## src/rtl/fd_pipe_reg_if.sv

```systemverilog
// ---------------------------------------------------------------------------
// fd_pipe_reg_if
// Bundle of the F/D pipeline register's control and data signals.
//   Control (hazard unit / CP0 / decode -> register):
//     en         load enable, 0 = stall (hold)
//     req        exception/interrupt flush request from CP0
//     eret_d     instruction currently in D is eret
//     branch_d   instruction currently in D is a branch/jump
//   Fetch side (fetch -> register):
//     pc_f, instr_f, exccode_f
//   Decode side (register -> decode):
//     pc_d, instr_d, exccode_d, bd_d, valid_d
// master : the surrounding pipeline (drives fetch/control, observes D outputs)
// slave  : the pipeline register itself
// ---------------------------------------------------------------------------
interface fd_pipe_reg_if;
  logic        en;
  logic        req;
  logic        eret_d;
  logic        branch_d;
  logic [31:0] pc_f;
  logic [31:0] instr_f;
  logic [4:0]  exccode_f;
  logic [31:0] pc_d;
  logic [31:0] instr_d;
  logic [4:0]  exccode_d;
  logic        bd_d;
  logic        valid_d;

  modport master (
    output en, req, eret_d, branch_d, pc_f, instr_f, exccode_f,
    input  pc_d, instr_d, exccode_d, bd_d, valid_d
  );

  modport slave (
    input  en, req, eret_d, branch_d, pc_f, instr_f, exccode_f,
    output pc_d, instr_d, exccode_d, bd_d, valid_d
  );
endinterface

```

## src/rtl/fd_pipe_reg.sv

```systemverilog
// ---------------------------------------------------------------------------
// fd_pipe_reg
// F/D pipeline register of the five-stage MIPS core with precise exceptions.
// Captures the fetched instruction, its PC and fetch exception code, and
// presents them to decode with a branch-delay-slot flag and a valid bit.
// Handles stall hold, exception flush, eret flush and fetch-fault squashing.
// Ports:
//   clk    clock (all outputs update on posedge only)
//   reset  synchronous, active-high reset
//   bus    fd_pipe_reg_if.slave (control, fetch inputs, decode outputs)
// Per-edge priority: reset > req > stall (!en) > eret_d > normal load.
// Every output comes straight from a flop; there is no input-to-output
// combinational path.
// ---------------------------------------------------------------------------
module fd_pipe_reg #(
  parameter logic [31:0] RESET_PC   = 32'h0000_3000,
  parameter logic [31:0] HANDLER_PC = 32'h0000_4180,
  parameter logic [31:0] NOP_INSTR  = 32'h0000_0000
) (
  input  logic          clk,
  input  logic          reset,
  fd_pipe_reg_if.slave  bus
);

  localparam logic [4:0] EXC_NONE = 5'd0;

  logic [31:0] pc_reg_q,    pc_reg_d;
  logic [31:0] instr_reg_q, instr_reg_d;
  logic [4:0]  exc_reg_q,   exc_reg_d;
  logic        bd_reg_q,    bd_reg_d;
  logic        valid_reg_q, valid_reg_d;

  // Next-state selection by flush/stall/eret/load priority.
  always_comb begin
    pc_reg_d    = pc_reg_q;
    instr_reg_d = instr_reg_q;
    exc_reg_d   = exc_reg_q;
    bd_reg_d    = bd_reg_q;
    valid_reg_d = valid_reg_q;
    if (bus.req) begin
      // Flush wins over stall and eret; the bubble carries the handler PC.
      pc_reg_d    = HANDLER_PC;
      instr_reg_d = NOP_INSTR;
      exc_reg_d   = EXC_NONE;
      bd_reg_d    = 1'b0;
      valid_reg_d = 1'b0;
    end else if (!bus.en) begin
      // Stall: everything, including bd and valid, is held.
      pc_reg_d    = pc_reg_q;
      instr_reg_d = instr_reg_q;
      exc_reg_d   = exc_reg_q;
      bd_reg_d    = bd_reg_q;
      valid_reg_d = valid_reg_q;
    end else if (bus.eret_d) begin
      // eret has no delay slot: the word fetched behind it is dropped.
      pc_reg_d    = bus.pc_f;
      instr_reg_d = NOP_INSTR;
      exc_reg_d   = EXC_NONE;
      bd_reg_d    = 1'b0;
      valid_reg_d = 1'b0;
    end else begin
      pc_reg_d    = bus.pc_f;
      exc_reg_d   = bus.exccode_f;
      bd_reg_d    = bus.branch_d;
      valid_reg_d = 1'b1;
      // A faulting fetch keeps its PC/exccode for EPC but never decodes.
      if (bus.exccode_f != EXC_NONE) begin
        instr_reg_d = NOP_INSTR;
      end else begin
        instr_reg_d = bus.instr_f;
      end
    end
  end

  // State registers with synchronous reset.
  always_ff @(posedge clk) begin
    if (reset) begin
      pc_reg_q    <= RESET_PC;
      instr_reg_q <= NOP_INSTR;
      exc_reg_q   <= EXC_NONE;
      bd_reg_q    <= 1'b0;
      valid_reg_q <= 1'b0;
    end else begin
      pc_reg_q    <= pc_reg_d;
      instr_reg_q <= instr_reg_d;
      exc_reg_q   <= exc_reg_d;
      bd_reg_q    <= bd_reg_d;
      valid_reg_q <= valid_reg_d;
    end
  end

  assign bus.pc_d      = pc_reg_q;
  assign bus.instr_d   = instr_reg_q;
  assign bus.exccode_d = exc_reg_q;
  assign bus.bd_d      = bd_reg_q;
  assign bus.valid_d   = valid_reg_q;

endmodule
```

## src/flat_wrapper.sv

```systemverilog
// flat-port wrapper written by rule: the top's interface ports become plain ports
module fd_pipe_reg_flat 
#(
  parameter logic [31:0] RESET_PC   = 32'h0000_3000,
  parameter logic [31:0] HANDLER_PC = 32'h0000_4180,
  parameter logic [31:0] NOP_INSTR  = 32'h0000_0000
)
  (clk, reset, bus_en, bus_req, bus_eret_d, bus_branch_d, bus_pc_f, bus_instr_f, bus_exccode_f, bus_pc_d, bus_instr_d, bus_exccode_d, bus_bd_d, bus_valid_d);
  fd_pipe_reg_if bus_i ();
  input  logic clk;
  input  logic reset;
  input wire logic [$bits(bus_i.en)-1:0] bus_en;
  input wire logic [$bits(bus_i.req)-1:0] bus_req;
  input wire logic [$bits(bus_i.eret_d)-1:0] bus_eret_d;
  input wire logic [$bits(bus_i.branch_d)-1:0] bus_branch_d;
  input wire logic [$bits(bus_i.pc_f)-1:0] bus_pc_f;
  input wire logic [$bits(bus_i.instr_f)-1:0] bus_instr_f;
  input wire logic [$bits(bus_i.exccode_f)-1:0] bus_exccode_f;
  output wire logic [$bits(bus_i.pc_d)-1:0] bus_pc_d;
  output wire logic [$bits(bus_i.instr_d)-1:0] bus_instr_d;
  output wire logic [$bits(bus_i.exccode_d)-1:0] bus_exccode_d;
  output wire logic [$bits(bus_i.bd_d)-1:0] bus_bd_d;
  output wire logic [$bits(bus_i.valid_d)-1:0] bus_valid_d;
  assign bus_i.en = bus_en;
  assign bus_i.req = bus_req;
  assign bus_i.eret_d = bus_eret_d;
  assign bus_i.branch_d = bus_branch_d;
  assign bus_i.pc_f = bus_pc_f;
  assign bus_i.instr_f = bus_instr_f;
  assign bus_i.exccode_f = bus_exccode_f;
  assign bus_pc_d = bus_i.pc_d;
  assign bus_instr_d = bus_i.instr_d;
  assign bus_exccode_d = bus_i.exccode_d;
  assign bus_bd_d = bus_i.bd_d;
  assign bus_valid_d = bus_i.valid_d;
  fd_pipe_reg #(.RESET_PC(RESET_PC), .HANDLER_PC(HANDLER_PC), .NOP_INSTR(NOP_INSTR)) u_core (.clk(clk), .reset(reset), .bus(bus_i));
endmodule
```

## config.mk

```make
export PLATFORM = sky130hd
export DESIGN_NAME = fd_pipe_reg_flat
export DESIGN_NICKNAME = d
export VERILOG_FILES = /design/src/rtl/fd_pipe_reg_if.sv /design/src/rtl/fd_pipe_reg.sv /design/src/flat_wrapper.sv
export SDC_FILE = /design/constraint.sdc
export NUM_CORES = 1
export LEC_CHECK = 0
export CAP_MARGIN = 25
export CELL_PAD_IN_SITES_DETAIL_PLACEMENT = 1
export CELL_PAD_IN_SITES_GLOBAL_PLACEMENT = 1
export CORE_MARGIN = 10
export CORE_UTILIZATION = 30
export CTS_CLUSTER_DIAMETER = 100
export CTS_CLUSTER_SIZE = 20
export DETAILED_ROUTE_END_ITERATION = 12
export PLACE_DENSITY_LB_ADDON = 0.1
export SLEW_MARGIN = 20
export SYNTH_ARGS = -nofsm -noshare
export SYNTH_HDL_FRONTEND = slang
export SYNTH_SLANG_ARGS = --single-unit
```

## constraint.sdc

```tcl
create_clock -name clk -period 2.5 [get_ports clk]
set_input_delay 0.5 -clock clk [delete_from_list [all_inputs] [get_ports clk]]
set_output_delay 0.5 -clock clk [all_outputs]
set_load 0.02 [all_outputs]
```

==> results.yml <==
run:
  maxCapViolCount: 0
power_and_ir_drop:
  p_switching_mw: 0.5922
  ir_drop_mv: 0.2980
  pwr-share-clk_pct: 42.5
  swShare_pct: 22.78
  leakagePower_nw: 1.682
  p_int_mw: 2.007
  pwr-share-comb_pct: 12.7
  pwr-share-seq_pct: 44.8
  power.density_nw_per_um2: 573.9
placed_design:
  dp.cells: 521
  dp_hpwl_mm: 6.467
  numPortBuffers: 145
  gp_congestion: 0.6731
worst_setup_path:
  cp_top_family: "buffers and inverters"
  cp_slowest_stage_delay_ns: 0.66
  crit_arrival_ns: 1.32
  crit_chain: "clkdlybuf4s50_1"
  reg2reg_slack_ns: 1.66
  rr_endpoint: "u_core.bus.pc_d[8]"
  cp-end-kind: "primary output"
  rr_worst_depth: 3
  slowest_stage: "clkdlybuf4s50_1"
  cp_max_fo: 2
  crit_required_ns: 2.00
  reg2reg_from: "u_core.bus.pc_d[8]"
  path_buf_inv: 1
  critPathLaunchType: "register"
  worstSetupPathType: "register to primary output"
clocking:
  cts.sinks: 71
  postCtsSetupBuffers: 0
  clk_pin_slew_worst_paths_ns: 0.07
  cts_root_buffer: "clkbuf_8"
  tritoncts: "yes"
  hold_buffers: 0
  insertion_delay_ns: 0.33
  cts_resized: 0
  cts_buffers: 9
  clk_path_buf_depth: 2
  htree_levels: 3
hold_path:
  hp-start: "u_core.bus.exccode_d[1]"
  whs_endpoint: "u_core.bus.exccode_d[1]"
  hp-class: "register to register"
  holdPathStages: 2
yosys:
  syn-num-nets: 357
  ys_seq_area_share_pct: 50.81
  ys_warn_count: 0
  syn-cell-area_um2: 2798
  ys_seq_elements: 71
  syn_avg_cell_area_um2: 9.921
  synth_cell_type_count: 24
  syn_inst: 282
timing:
  worst_pin_slew_ns: 0.4705
  skew_ns: 0
  setup_viol: 0
  max-slew-margin-rel_pct: 68.64
  period_share_pct: 72.65
  hold_viol_final: 0
  setup_tns_ns: 0
  finalMaxSlewViolations: 0
  finalCriticalPeriod_ns: 1.816
  rsz0062_at_grt: "no"
  fmax_mhz: 550.6
floorplan:
  ios: 146
  die_area_um2: 13590
  fp-row-count: 35
  start_util_pct: 30.57
  die_w_um: 116.6
  fp.dieH_um: 116.6
  core_area_um2: 9153
global_route:
  grt_usage_pct: 13.00
  grt_pass1_wl_mm: 13.96
  grt_pass1_vias: 2589
  grt_overflow_total: 0
  antenna_found_initial: 0
  grt_max_degree: 65
route:
  dr.pass1.iters: 4
  drc: 0
  ant_nets: 0
  vias_per_cell: 4.637
  drt-wirelength-per-cell_um: 16.55
  finalWirelength_mm: 8.888
  drt_iter0_markers: 101
  dr_total_vias: 2490
finish:
  final_cell_mix: "clkdlybuf4s50_1, dfxtp_1, nor2_1"
  fillers: 1038
  area_delta_synth_final_pct: 61.90
  diodes: 0
  layout-drive-gt1-share_pct: 10.56
  layout_commonest_cell: "clkdlybuf4s50_1"
  fin_nets: 496
  instances_no_fill: 537
status:
  status: "finished clean"
## layout make-up
cell class,count,area (um2),area share [%]
multi-input combinational,189,1224,27.02
sequential,71,1421,31.38
tap,111,138.9,3.066
timing repair buffer,150,1509,33.32
clock inverter,6,108.9,2.403
clock buffer,10,127.6,2.818
## metrics by stage
stage                     setup WS [ns]  total power, mW  instance area (um2)  utilization (%)  hold slack (ns)
after floorplan                   1.209            1.335                 2798                -           0.5432
after global placement           0.5883            1.521                 4293            46.90           0.4543
after detailed placement         0.5215            1.525                 4293            46.90           0.4651
after CTS                        0.6476            2.647                 4529            49.49           0.4761
after global routing             0.6231            2.734                 4529            49.49           0.5108
final                            0.6837            2.599                 4529            49.49           0.4688
## sequential cells by signal, indices dropped and copies added (netlist names)
register,cells
u_core.bus.exccode_d,5
u_core.bus.instr_d,32
u_core.bus.pc_d,32
u_core.bus.bd_d,1
u_core.bus.valid_d,1
## how the worst max path moves through the flow
stage                                         to  cells past startpoint                     from
after floorplan               u_core.bus.pc_d[0]                      5                  bus_req
after global placement    u_core.bus.instr_d[22]                      5               bus_eret_d
after detailed placement  u_core.bus.instr_d[21]                      5               bus_eret_d
after CTS                        bus_instr_d[18]                      1   u_core.bus.instr_d[18]
after global routing                    bus_bd_d                      1          u_core.bus.bd_d
final                           bus_exccode_d[4]                      1  u_core.bus.exccode_d[4]
## layer usage
layer / up-vias / GRT usage [%] / share of wire (%)
met5: - / 0 / 0
met4: 0 / 4.448 / 0.98
met3: 7 / 7.242 / 12
met2: 85 / 20.29 / 47
met1: 1164 / 14.69 / 41
li1: 1234 / - / -
## worst reg2reg max path: cells and delay by family (launching register included)
kind / cells / cell delay, ns
AO/OA/AOI/OAI: 1 / 0.23
AND/OR/NAND/NOR: 2 / 0.18
flip-flops: 1 / 0.31
## power groups by stage
stage          logic [mW]  registers, mW  clock network, mW
2_1_floorplan       0.115           1.22                  0
3_3_place_gp        0.331           1.19                  0
3_5_place_dp        0.334           1.19                  0
4_1_cts             0.335           1.16               1.15
5_1_grt             0.357           1.17               1.21
6_report            0.329           1.16               1.11
## cells by family (layout without fill, tap and decap cells)
group	after synthesis	after routing	share of synthesized area, %
mux	29	29	10.38
buf+inv	22	166	5.456
flops	71	71	50.80
compound gates	44	44	11.23
simple gates	116	116	22.14
## synthesized netlist by cell type
cell | number | share of area [%]
nand2_1 | 32 | 4.3
nand3b_1 | 33 | 8.9
o21ai_2 | 21 | 6.6
buf_2 | 11 | 2.0
a211oi_1 | 4 | 1.1
nand2b_1 | 1 | 0.22
nor2_1 | 36 | 4.8
mux2i_1 | 29 | 10
o21bai_1 | 2 | 0.54
o21ai_0 | 2 | 0.36
nand2_2 | 1 | 0.22
and2b_1 | 1 | 0.27
nor2_4 | 1 | 0.40
clkbuf_4 | 1 | 0.27
nor3_1 | 1 | 0.18
buf_6 | 6 | 2.4
dfxtp_1 | 71 | 51
nor2b_1 | 8 | 1.8
a21oi_1 | 6 | 1.1
or2_1 | 1 | 0.22
buf_4 | 2 | 0.54
clkbuf_1 | 2 | 0.27
o21ai_1 | 9 | 1.6
nor4b_4 | 1 | 0.85
(Power assumes the default switching activity.)
